$ cat src/rtl/mem_arbiter.sv
// Two-master arbiter in front of a single-port RAM, with a bounded lock hold.
// Define MEM_ARBITER_ROUND_ROBIN_EN for round-robin tie-break (default: fixed m0 priority).
module mem_arbiter #(
  parameter int unsigned LOCK_MAX = 8
) (
  input  logic        clk,
  input  logic        reset,
  input  logic        m0_req,
  input  logic        m1_req,
  input  logic        m0_lock,
  input  logic        m1_lock,
  input  logic        m0_we,
  input  logic        m1_we,
  input  logic [31:0] m0_addr,
  input  logic [31:0] m1_addr,
  input  logic [31:0] m0_wd,
  input  logic [31:0] m1_wd,
  output logic        m0_gnt,
  output logic        m1_gnt,
  output logic [31:0] rdata,
  input  logic [31:0] mem_rd,
  output logic        memwrite,
  output logic [31:0] addr,
  output logic [31:0] wd
);

  typedef enum logic [1:0] {IDLE, BUSY0, BUSY1} state_e;

  localparam logic [7:0] CNT_LAST = 8'(LOCK_MAX - 1);

  state_e     state_q, state_d;
  logic [7:0] cnt_q, cnt_d;
  logic       hold;
  logic       prefer1;
`ifdef MEM_ARBITER_ROUND_ROBIN_EN
  logic       last1_q, last1_d;
`endif

  function automatic state_e arb(input logic r0, input logic r1, input logic p1);
    if (r0 && r1) return p1 ? BUSY1 : BUSY0;
    if (r0)       return BUSY0;
    if (r1)       return BUSY1;
    return IDLE;
  endfunction

  always_comb begin
`ifdef MEM_ARBITER_ROUND_ROBIN_EN
    prefer1 = ~last1_q;
`else
    prefer1 = 1'b0;
`endif
    hold = 1'b0;
    // A lock expiring at the limit hands over to the other master if it is waiting.
    case (state_q)
      BUSY0: begin
        hold = m0_req && m0_lock && (cnt_q < CNT_LAST);
        if (m0_req && m0_lock && !hold) prefer1 = 1'b1;
      end
      BUSY1: begin
        hold = m1_req && m1_lock && (cnt_q < CNT_LAST);
        if (m1_req && m1_lock && !hold) prefer1 = 1'b0;
      end
      default: ;
    endcase
    state_d = hold ? state_q : arb(m0_req, m1_req, prefer1);
    cnt_d   = hold ? cnt_q + 8'd1 : '0;
`ifdef MEM_ARBITER_ROUND_ROBIN_EN
    last1_d = last1_q;
    if (state_d == BUSY1)      last1_d = 1'b1;
    else if (state_d == BUSY0) last1_d = 1'b0;
`endif
  end

  always_ff @(posedge clk or posedge reset) begin
    if (reset) begin
      state_q <= IDLE;
      cnt_q   <= '0;
`ifdef MEM_ARBITER_ROUND_ROBIN_EN
      last1_q <= 1'b1;
`endif
    end else begin
      state_q <= state_d;
      cnt_q   <= cnt_d;
`ifdef MEM_ARBITER_ROUND_ROBIN_EN
      last1_q <= last1_d;
`endif
    end
  end

  always_comb begin
    m0_gnt   = (state_q == BUSY0) && m0_req;
    m1_gnt   = (state_q == BUSY1) && m1_req;
    memwrite = 1'b0;
    addr     = '0;
    wd       = '0;
    case (state_q)
      BUSY0: begin
        addr     = m0_addr;
        wd       = m0_wd;
        memwrite = m0_we && m0_req;
      end
      BUSY1: begin
        addr     = m1_addr;
        wd       = m1_wd;
        memwrite = m1_we && m1_req;
      end
      default: ;
    endcase
  end

  assign rdata = mem_rd;

endmodule

$ cat config.mk
export PLATFORM = sky130hd
export DESIGN_NAME = mem_arbiter
export DESIGN_NICKNAME = d
export VERILOG_FILES = /design/src/rtl/mem_arbiter.sv
export SDC_FILE = /design/constraint.sdc
export NUM_CORES = 1
export LEC_CHECK = 0
export BUFFER_PORTS_ARGS = -buffer_cell sky130_fd_sc_hd__buf_4
export CAP_MARGIN = 20
export CORE_AREA = 2 2 104 106
export DETAILED_ROUTE_END_ITERATION = 10
export DIE_AREA = 0 0 106 108
export GPL_ROUTABILITY_DRIVEN = 0
export GPL_TIMING_DRIVEN = 0
export HOLD_SLACK_MARGIN = 0.08
export PLACE_DENSITY = 0.49
export SLEW_MARGIN = 15
export SYNTH_ARGS = -nofsm -noshare
export SYNTH_HDL_FRONTEND = slang
export SYNTH_SLANG_ARGS = --single-unit
export TNS_END_PERCENT = 10
$ cat constraint.sdc
create_clock -name clk -period 2.1 [get_ports clk]
set_input_delay 0.315 -clock clk [delete_from_list [all_inputs] [get_ports clk]]
set_output_delay 0.315 -clock clk [all_outputs]
set_load 0.05 [all_outputs]
After elaboration in Yosys (flattened, before gate mapping)
Cells that the tools add are included.
{"block": "op_classes", "order_cmp": 1, "addsub": 1, "reduce_logical": 11, "n_eq_ne": 2, "mux": 20}
{"cell": "32-bit one-hot mux with 2 select lines", "n": 2}
{"cell": "2-bit two-way mux", "n": 7}
{"cell": "1-bit logical AND", "n": 10}
{"cell": "8-bit by 1-bit adder with 8-bit output (second input constant)", "n": 1}
{"cell": "8-bit by 3-bit < comparator with 1-bit output (second input constant)", "n": 1}
{"cell": "1-bit two-way mux", "n": 8}
{"cell": "8-bit two-way mux", "n": 1}
{"cell": "1-bit one-hot mux with 2 select lines", "n": 2}
{"cell": "2-bit by 1-bit == test with 1-bit output (second input constant)", "n": 1}
{"cell": "2-bit == test (second input constant)", "n": 1}
{"cell": "1-bit logical NOT", "n": 1}
{"block": "totals", "output_inout_bits": 99, "elab_cells": 37, "ff_bits": 10, "input_bits": 168}

Depth between registers and ports, before layout
Gate-level depths: netlist (run 1).
{"block": "logic_depth", "depth_word": 13, "depth_mapped": 6, "mapped_depth_nobuf": 5}

Worst setup path before layout (run 1)
OpenSTA, ideal clock, no wires.
{"block": "synth_timing", "kind": "reg-to-output", "startpoint": "reg state_q[0]", "endpoint": "out memwrite", "t_required_ps": 1785, "path_stages_with_launch": 6, "n_path_buf": 0, "path_slack_ps": -150, "arrival_time_ps": 1935, "path_cell_list": "dfrtp_1 -> inv_1 -> ha_1 -> and2_1 -> nand2_1 -> a21oi_1"}
{"block": "synth_between", "elab_chain_len": 2, "elab_cells_between_ends": 3}
{"item": "from (decl)", "line": "31", "rtl": "state_e state_q, state_d;"}
{"item": "from (signal assigned)", "line": "82", "rtl": "state_q <= state_d;"}
{"item": "2-bit == test / 2-bit by 1-bit == test with 1-bit output (equally long branches)", "line": "96", "rtl": "case (state_q)"}
{"item": "1-bit one-hot mux with 2 select lines *", "line": "96"}
{"item": "to (decl)", "line": "22", "rtl": "output logic memwrite,"}
Mark *: on every way between the ends. The rest lies on a longest branch, timed or not.

Worst setup path in the final report (run 1)
{"block": "layout_timing", "startpoint": "reg state_q[0]", "endpoint": "out addr[10]"}
{"block": "layout_between", "elab_chain_len": 2, "elab_cells_between_ends": 3}
{"item": "2-bit == test / 2-bit by 1-bit == test with 1-bit output (equally long branches)", "line": "96"}
{"item": "32-bit one-hot mux with 2 select lines *", "line": "96"}
{"item": "to (decl)", "line": "23", "rtl": "output logic [31:0] addr,"}
Marks and branches as above.

==> metrics.md, run 1 <==
| Metric | Value |
|---|---|
| DIE HEIGHT | `108 um` |
| Final wirelength | `~8800 um` |
| NumNets Final | `approximately 640` |
| Final period util | `a little under 100%` |
| Status | `finished, final reports clean` |
| DR vias/cell | `around 4.3` |
| Syn avg cell area | `about 6.7 um2` |
| Final core occ | `between 30 and 40%` |
| Max-cap violations | `0` |
| CTS Root Cell | `clkbuf_8` |
| Final min period | `just over 2 ns` |
| First-pass GRT wire length | `~13000 um` |
| Iteration-0 DRC count of the detailed router | `a little over 90` |
| Pleak | `1.985 nW` |
| Initial Utilization | `14.70%` |
| Final instance area | `roughly 0.0038 mm2` |
| RSZ-0062 raised after global routing | `true` |
| DRT antenna net count | `0` |
| Top-Level Pins | `around 270` |
| Core box area | `between 0.01 and 0.015 mm2` |
| Post-DP Area | `roughly 0.0035 mm2` |
| Wire per inst | `around 15 um` |
| PortBufs | `between 200 and 250` |
| Data required, critical path | `1.78 ns` |
| Die area | `between 0.01 and 0.015 mm2` |
| Share of layout cells above drive strength 1 | `about 67%` |
| Syn Inst Count | `223` |
| Pwr Total | `around 1.7 mW` |
| Overflow after GRT | `0` |
| Core Rows | `37` |
| DPL Wire Length | `7216 um` |
| DP Cell Count | `between 500 and 600` |
| # setup viols final | `0` |
| Final hold vios | `0` |
| WS Path Type | `reg2out` |
| FF+latch count, synth | `10` |
| Antenna violations before repair | `0` |
| Via count | `2600` |
| Max Slew Vio Count | `0` |
| Tot GR Track Use | `about 14%` |
| Sequential area share after synthesis | `16.64%` |
| Max Clock Freq | `between 400 and 500 MHz` |
| Inserted Clock Buffers | `3` |
| Yosys cell types | `23` |
| Drt pass-1 iters | `6` |
| Non-Filler Instances | `605` |
| Maximum vdd ir drop | `between 0.2 and 0.25 mV` |
| Residual DRC count | `0` |
| Hold Crit Class | `in2reg` |
| CTS tree | `done` |
| Clk sinks | `10` |
| Worst skew pair latency | `0.23 ns` |
| CP Launch Type | `register` |
| Area grow syn2layout | `152.7%` |
| Number of global-route vias before repair | `about 2600` |
| Clk buf depth | `2` |
| TNS Setup | `0 ns` |
| Largest net degree at the start of global routing | `11` |
| Synth Cell Area | `approximately 0.0015 mm2` |
| CTS H-tree depth | `1` |
| Crit path max fanout | `10` |
| Skew final | `0.0007003 ns` |
| CP Data Arrival Time | `about 1.7 ns` |
| Antenna diodes | `0` |
| PwrDens | `455.7 mW/mm2` |
| Reg clk slew, reported paths | `roughly 0.05 ns` |
| CP endpoint kind | `output port` |
| DIE WIDTH | `~110 um` |
| Syn. warnings | `0` |
[metrics by stage]
step | setup WS [ns] | hold slack (ns)
floorplan | -0.1420 | 0.1552
global placement | -0.4933 | 0.3052
detailed placement | -0.5161 | 0.3197
CTS | 0.0003769 | 0.3966
global route | -0.02326 | 0.4119
finish | 0.04106 | 0.3868
[path summary, 6_finish.rpt]
path                                             start                     end  cells past startpoint  slack, ns
worst max-delay path            state_q[0]$_DFFE_PP0N_                addr[10]                      7       0.04
worst min-delay path                            m1_req  state_q[1]$_DFFE_PP0N_                      3       0.39
worst max register to register  state_q[0]$_DFFE_PP0N_  state_q[0]$_DFFE_PP0N_                      5       0.08
worst min register to register      cnt_q[0]$_DFF_PP0_      cnt_q[0]$_DFF_PP0_                      1       0.46
max in group asynchronous                        reset      cnt_q[2]$_DFF_PP0_                      3       1.22
min in group asynchronous                        reset      cnt_q[6]$_DFF_PP0_                      3       0.62
[critical path: stages, from the launching register on]
cell and delay [ns]:
dfrtp_1 0.38, buf_4 0.15, ha_4 0.17, buf_8 0.14, clkbuf_4 0.18, a22oi_1 0.24, nor2_1 0.08, buf_6 0.16
[registers in the layout, indices dropped and copies added, names as in the netlist]
name     flops
cnt_q        8
state_q      2
[synth_stat cells, drive strengths merged]
library cell  instances  share of area (%)
mux2i                 1               0.67
mux2                  1                1.0
and3                  1               0.42
o221ai                1               0.58
inv                   5                1.2
or4                   1               0.50
xor2                  1               0.58
and2                  2               0.83
a211o                 2                1.2
ha                    3                2.5
clkbuf               17                4.2
or4b                  1               0.67
nor2                 68                 17
buf                  36                 17
o22ai                 1               0.42
a21oi                 1               0.33
nand2                 2               0.50
dfrtp                10                 17
conb                  1               0.25
xnor2                 1               0.58
nand3                 3                1.0
a22oi                64                 32
[report_power, final]
group / internal [mW] / switching, mW / total [mW]
clock: 0.165 / 0.0735 / 0.238
combinational: 0.516 / 0.774 / 1.29
sequential: 0.200 / 0.00359 / 0.204
[layout make-up]
cell class                 count  area, um2
multi-input combinational    158      998.5
tap                          136      170.2
buffer                        53      431.7
inverter                       5      18.77
clock buffer                   4      55.05
sequential                    10      250.2
timing repair buffer         239       1876
fill                        1088       6431
[logic make-up (layout without fill, tap and decap cells)]
family	after synthesis	in the layout	synth area share [%]
other	1	4	0.2493
AO/OA/AOI/OAI	69	69	34.44
adder cells (fa/ha/maj)	3	3	2.496
flip-flops	10	10	16.64
multiplexers	2	2	1.664
XOR/XNOR	2	2	1.165
buffers and inverters	58	301	22.46
AND/OR/NAND/NOR	78	78	20.88
[layout by cell type, fill, tap and decap left out, types with 4 or more instances in the layout]
cell type  synthesis  final
a22oi_1           64     60
a22oi_2            0      4
buf_4             32    254
buf_6              0     23
clkbuf_4           0      9
clkbuf_8           0      5
conb_1             1      4
dfrtp_1           10     10
inv_1              5      5
nor2_1            68     57
nor2_2             0     10
[routing by layer]
metal  part of all wire, %  vias up  routed length, um  global-route usage, %
met1                    39     1168               3408                  16.93
met3                   8.9        7                783                  2.411
met5                     0        -                  0                      0
li1                      -     1252                  -                      -
met2                    52      173               4562                  25.76
met4                  0.67        0                 59                  2.256
[repair_timing]
action | CTS | global route
buffers inserted | 3 | 1
setup endpoints to repair | 65 | 62
hold endpoints to repair | 10 | 0
hold buffers | 1 | 0
resized for setup | 51 | 47
pin swaps | 1 | 2
Power figures use the tool's default switching activity.
==> run 2: changes to the inputs <==
Settings changed: CORE_AREA 2 2 104 106 to 2 2 103 105, DIE_AREA 0 0 106 108 to 0 0 105 107, PLACE_DENSITY 0.49 to 0.5, RECOVER_POWER set to 25.
Clock period 2.1 ns to 2.7 ns, I/O delays scaled along.
==> metrics.md, run 2 (synthesis results as in run 1) <==
| Metric | Value |
|---|---|
| Area grow syn2layout | `129.1%` |
| Maximum vdd ir drop | `roughly 0.34 mV` |
| Final min period | `approximately 2.5 ns` |
| Drt pass-1 iters | `6` |
| First-pass GRT wire length | `around 13000 um` |
| Wire per inst | `14.44 um` |
| Initial Utilization | `between 10% and 20%` |
| Slew @ Worst Pin | `around 0.60 ns` |
| Reg clk slew, reported paths | `about 0.05 ns` |
| Setup Buffers After CTS | `0` |
| DR vias/cell | `roughly 4.2` |
| DIE WIDTH | `105 um` |
| CTS resizes | `3` |
| Number of global-route vias before repair | `between 2000 and 3000` |
| Reg-to-reg startpoint | `state_q[0]$_DFFE_PP0N_` |
| Share of layout cells above drive strength 1 | `between 50% and 60%` |
| Via count | `between 2000 and 3000` |
| Reg2reg end | `state_q[0]$_DFFE_PP0N_` |
| Top-Level Pins | `between 200 and 300` |
| P_sw | `about 0.64 mW` |
| Switch share | `between 50% and 60%` |
| Crit path max fanout | `10` |
| Final instance area | `roughly 0.0034 mm2` |
| CP Launch Type | `register` |
| Skew final | `0.003005 ns` |
| DRT antenna net count | `0` |
| Worst skew pair latency | `~0.23 ns` |
| Final period util | `between 90% and 100%` |
| Pleak | `1.823 nW` |
| Rel. slew slack | `between 50 and 60%` |
| # setup viols final | `0` |
| Max FFs per register | `8` |
| CP Data Arrival Time | `~2.1 ns` |
| Overflow after GRT | `0` |
| DP Cell Count | `596` |
| Tot GR Track Use | `between 10% and 20%` |
| Highest-count cells in the layout ignoring fill and taps | `buf_4, nor2_1, a22oi_1, clkbuf_1, dfrtp_1` |
| Largest net degree at the start of global routing | `11` |
| DIE HEIGHT | `107 um` |
| Antenna diodes | `0` |
| Max Clock Freq | `roughly 400 MHz` |
| CTS H-tree depth | `1` |
| Iteration-0 DRC count of the detailed router | `144` |
| Core box area | `around 0.01 mm2` |
| PortBufs | `~230` |
| Inserted Clock Buffers | `3` |
| R2R depth | `5` |
| Max Slew Vio Count | `0` |
| Final wirelength | `~8700 um` |
| Final hold vios | `0` |
| Commonest non-fill, non-tap cell in the layout | `buf_4` |
| Top reg by flops | `cnt_q` |
| Die area | `approximately 0.011 mm2` |
| Flop pwr share | `approximately an eighth` |
| Worst R2R Setup Slack | `between 0.6 and 0.7 ns` |
| Antenna violations before repair | `0` |
| Clk buf depth | `2` |
| Pint | `roughly 0.62 mW` |
| Non-Filler Instances | `600` |
| CTS Root Cell | `clkbuf_8` |
| CTS tree | `done` |
| RSZ-0062 raised after global routing | `true` |
| Status | `finished, final reports clean` |
| WS Path Type | `reg2out` |
| NumNets Final | `636` |
| DPL Wire Length | `7243 um` |
| Residual DRC count | `0` |
| Clock power frac | `14.7%` |
| Hold Crit Class | `in2async` |
| Cts hold-fix bufs | `0` |
| Clk sinks | `10` |
| Largest registers | `cnt_q (8), state_q (2)` |
| Post-DP Area | `0.003442 mm2` |
| Combinational power share | `a little over 70%` |
| PwrDens | `365.2 mW/mm2` |
| Max-cap violations | `0` |
| Core Rows | `37` |
| CP endpoint kind | `output port` |
| Data required, critical path | `between 2 and 2.5 ns` |
-- run 2: changes by cell type in the layout (fill, tap and decap cells not counted), sizes merged --
cell         before  now
dlygate4sd3       1    0
clkbuf           15   39
buf             280  252
-- run 2: how the worst max path moves through the flow --
| stage | from | end | slack, ns | cells after the start |
|---|---|---|---|---|
| floorplan | state_q[0]$_DFFE_PP0N_ | memwrite | 0.36 | 5 |
| detailed placement | state_q[0]$_DFFE_PP0N_ | addr[27] | 0.16 | 7 |
| CTS | state_q[1]$_DFFE_PP0N_ | wd[26] | 0.12 | 7 |
| global route | state_q[1]$_DFFE_PP0N_ | wd[11] | -0.03 | 7 |
| finish | state_q[1]$_DFFE_PP0N_ | addr[18] | 0.19 | 7 |
| global placement | state_q[1]$_DFFE_PP0N_ | addr[27] | 0.20 | 7 |
-- run 2: area by class of cell --
type	count	area (um2)
inverters	5	18.77
flip-flops and latches	10	250.2
clock buffers	4	55.05
repair buffers	234	1697
plain buffers	53	327.8
multi-input cells	158	927.1
well taps	136	170.2
fillers	1112	6646
-- run 2: routing by layer --
layer / global-route usage, % / share of wire [%] / vias up
met2: 26.35 / 52 / 150
met5: 0 / 0 / -
li1: - / - / 1241
met1: 16.85 / 40 / 1139
met4: 1.619 / 0.64 / 0
met3: 3.161 / 8.3 / 6
-- run 2: critical path, stage by stage (launching register included) --
cell and delay, ns:
dfrtp_1 0.38, inv_1 0.08, ha_1 0.21, clkbuf_2 0.29, clkbuf_1 0.44, a22oi_1 0.13, nor2_1 0.13, buf_4 0.21
-- run 2: through the flow --
stage | util [%] | setup TNS, ns | total power, mW | setup slack [ns] | hold slack, ns
5_1_grt | 34.14 | -0.1813 | 1.337 | -0.03495 | 0.1771
6_report | 34.14 | 0 | 1.258 | 0.1878 | 0.1493
2_1_floorplan | - | 0 | 0.7230 | 0.3604 | 0.2452
4_1_cts | 34.69 | 0 | 1.280 | 0.1157 | 0.1579
3_3_place_gp | 34.11 | 0 | 1.085 | 0.1956 | 0.3955
3_5_place_dp | 34.11 | 0 | 1.091 | 0.1612 | 0.4077
-- run 2: power groups by stage --
| stage | Sequential, mW | Clock (mW) | Combinational (mW) |
|---|---|---|---|
| after global routing | 0.159 | 0.206 | 0.972 |
| after global placement | 0.161 | 0 | 0.924 |
| after floorplan | 0.160 | 0 | 0.563 |
| after detailed placement | 0.161 | 0 | 0.930 |
| final | 0.159 | 0.185 | 0.915 |
| after CTS | 0.159 | 0.189 | 0.933 |
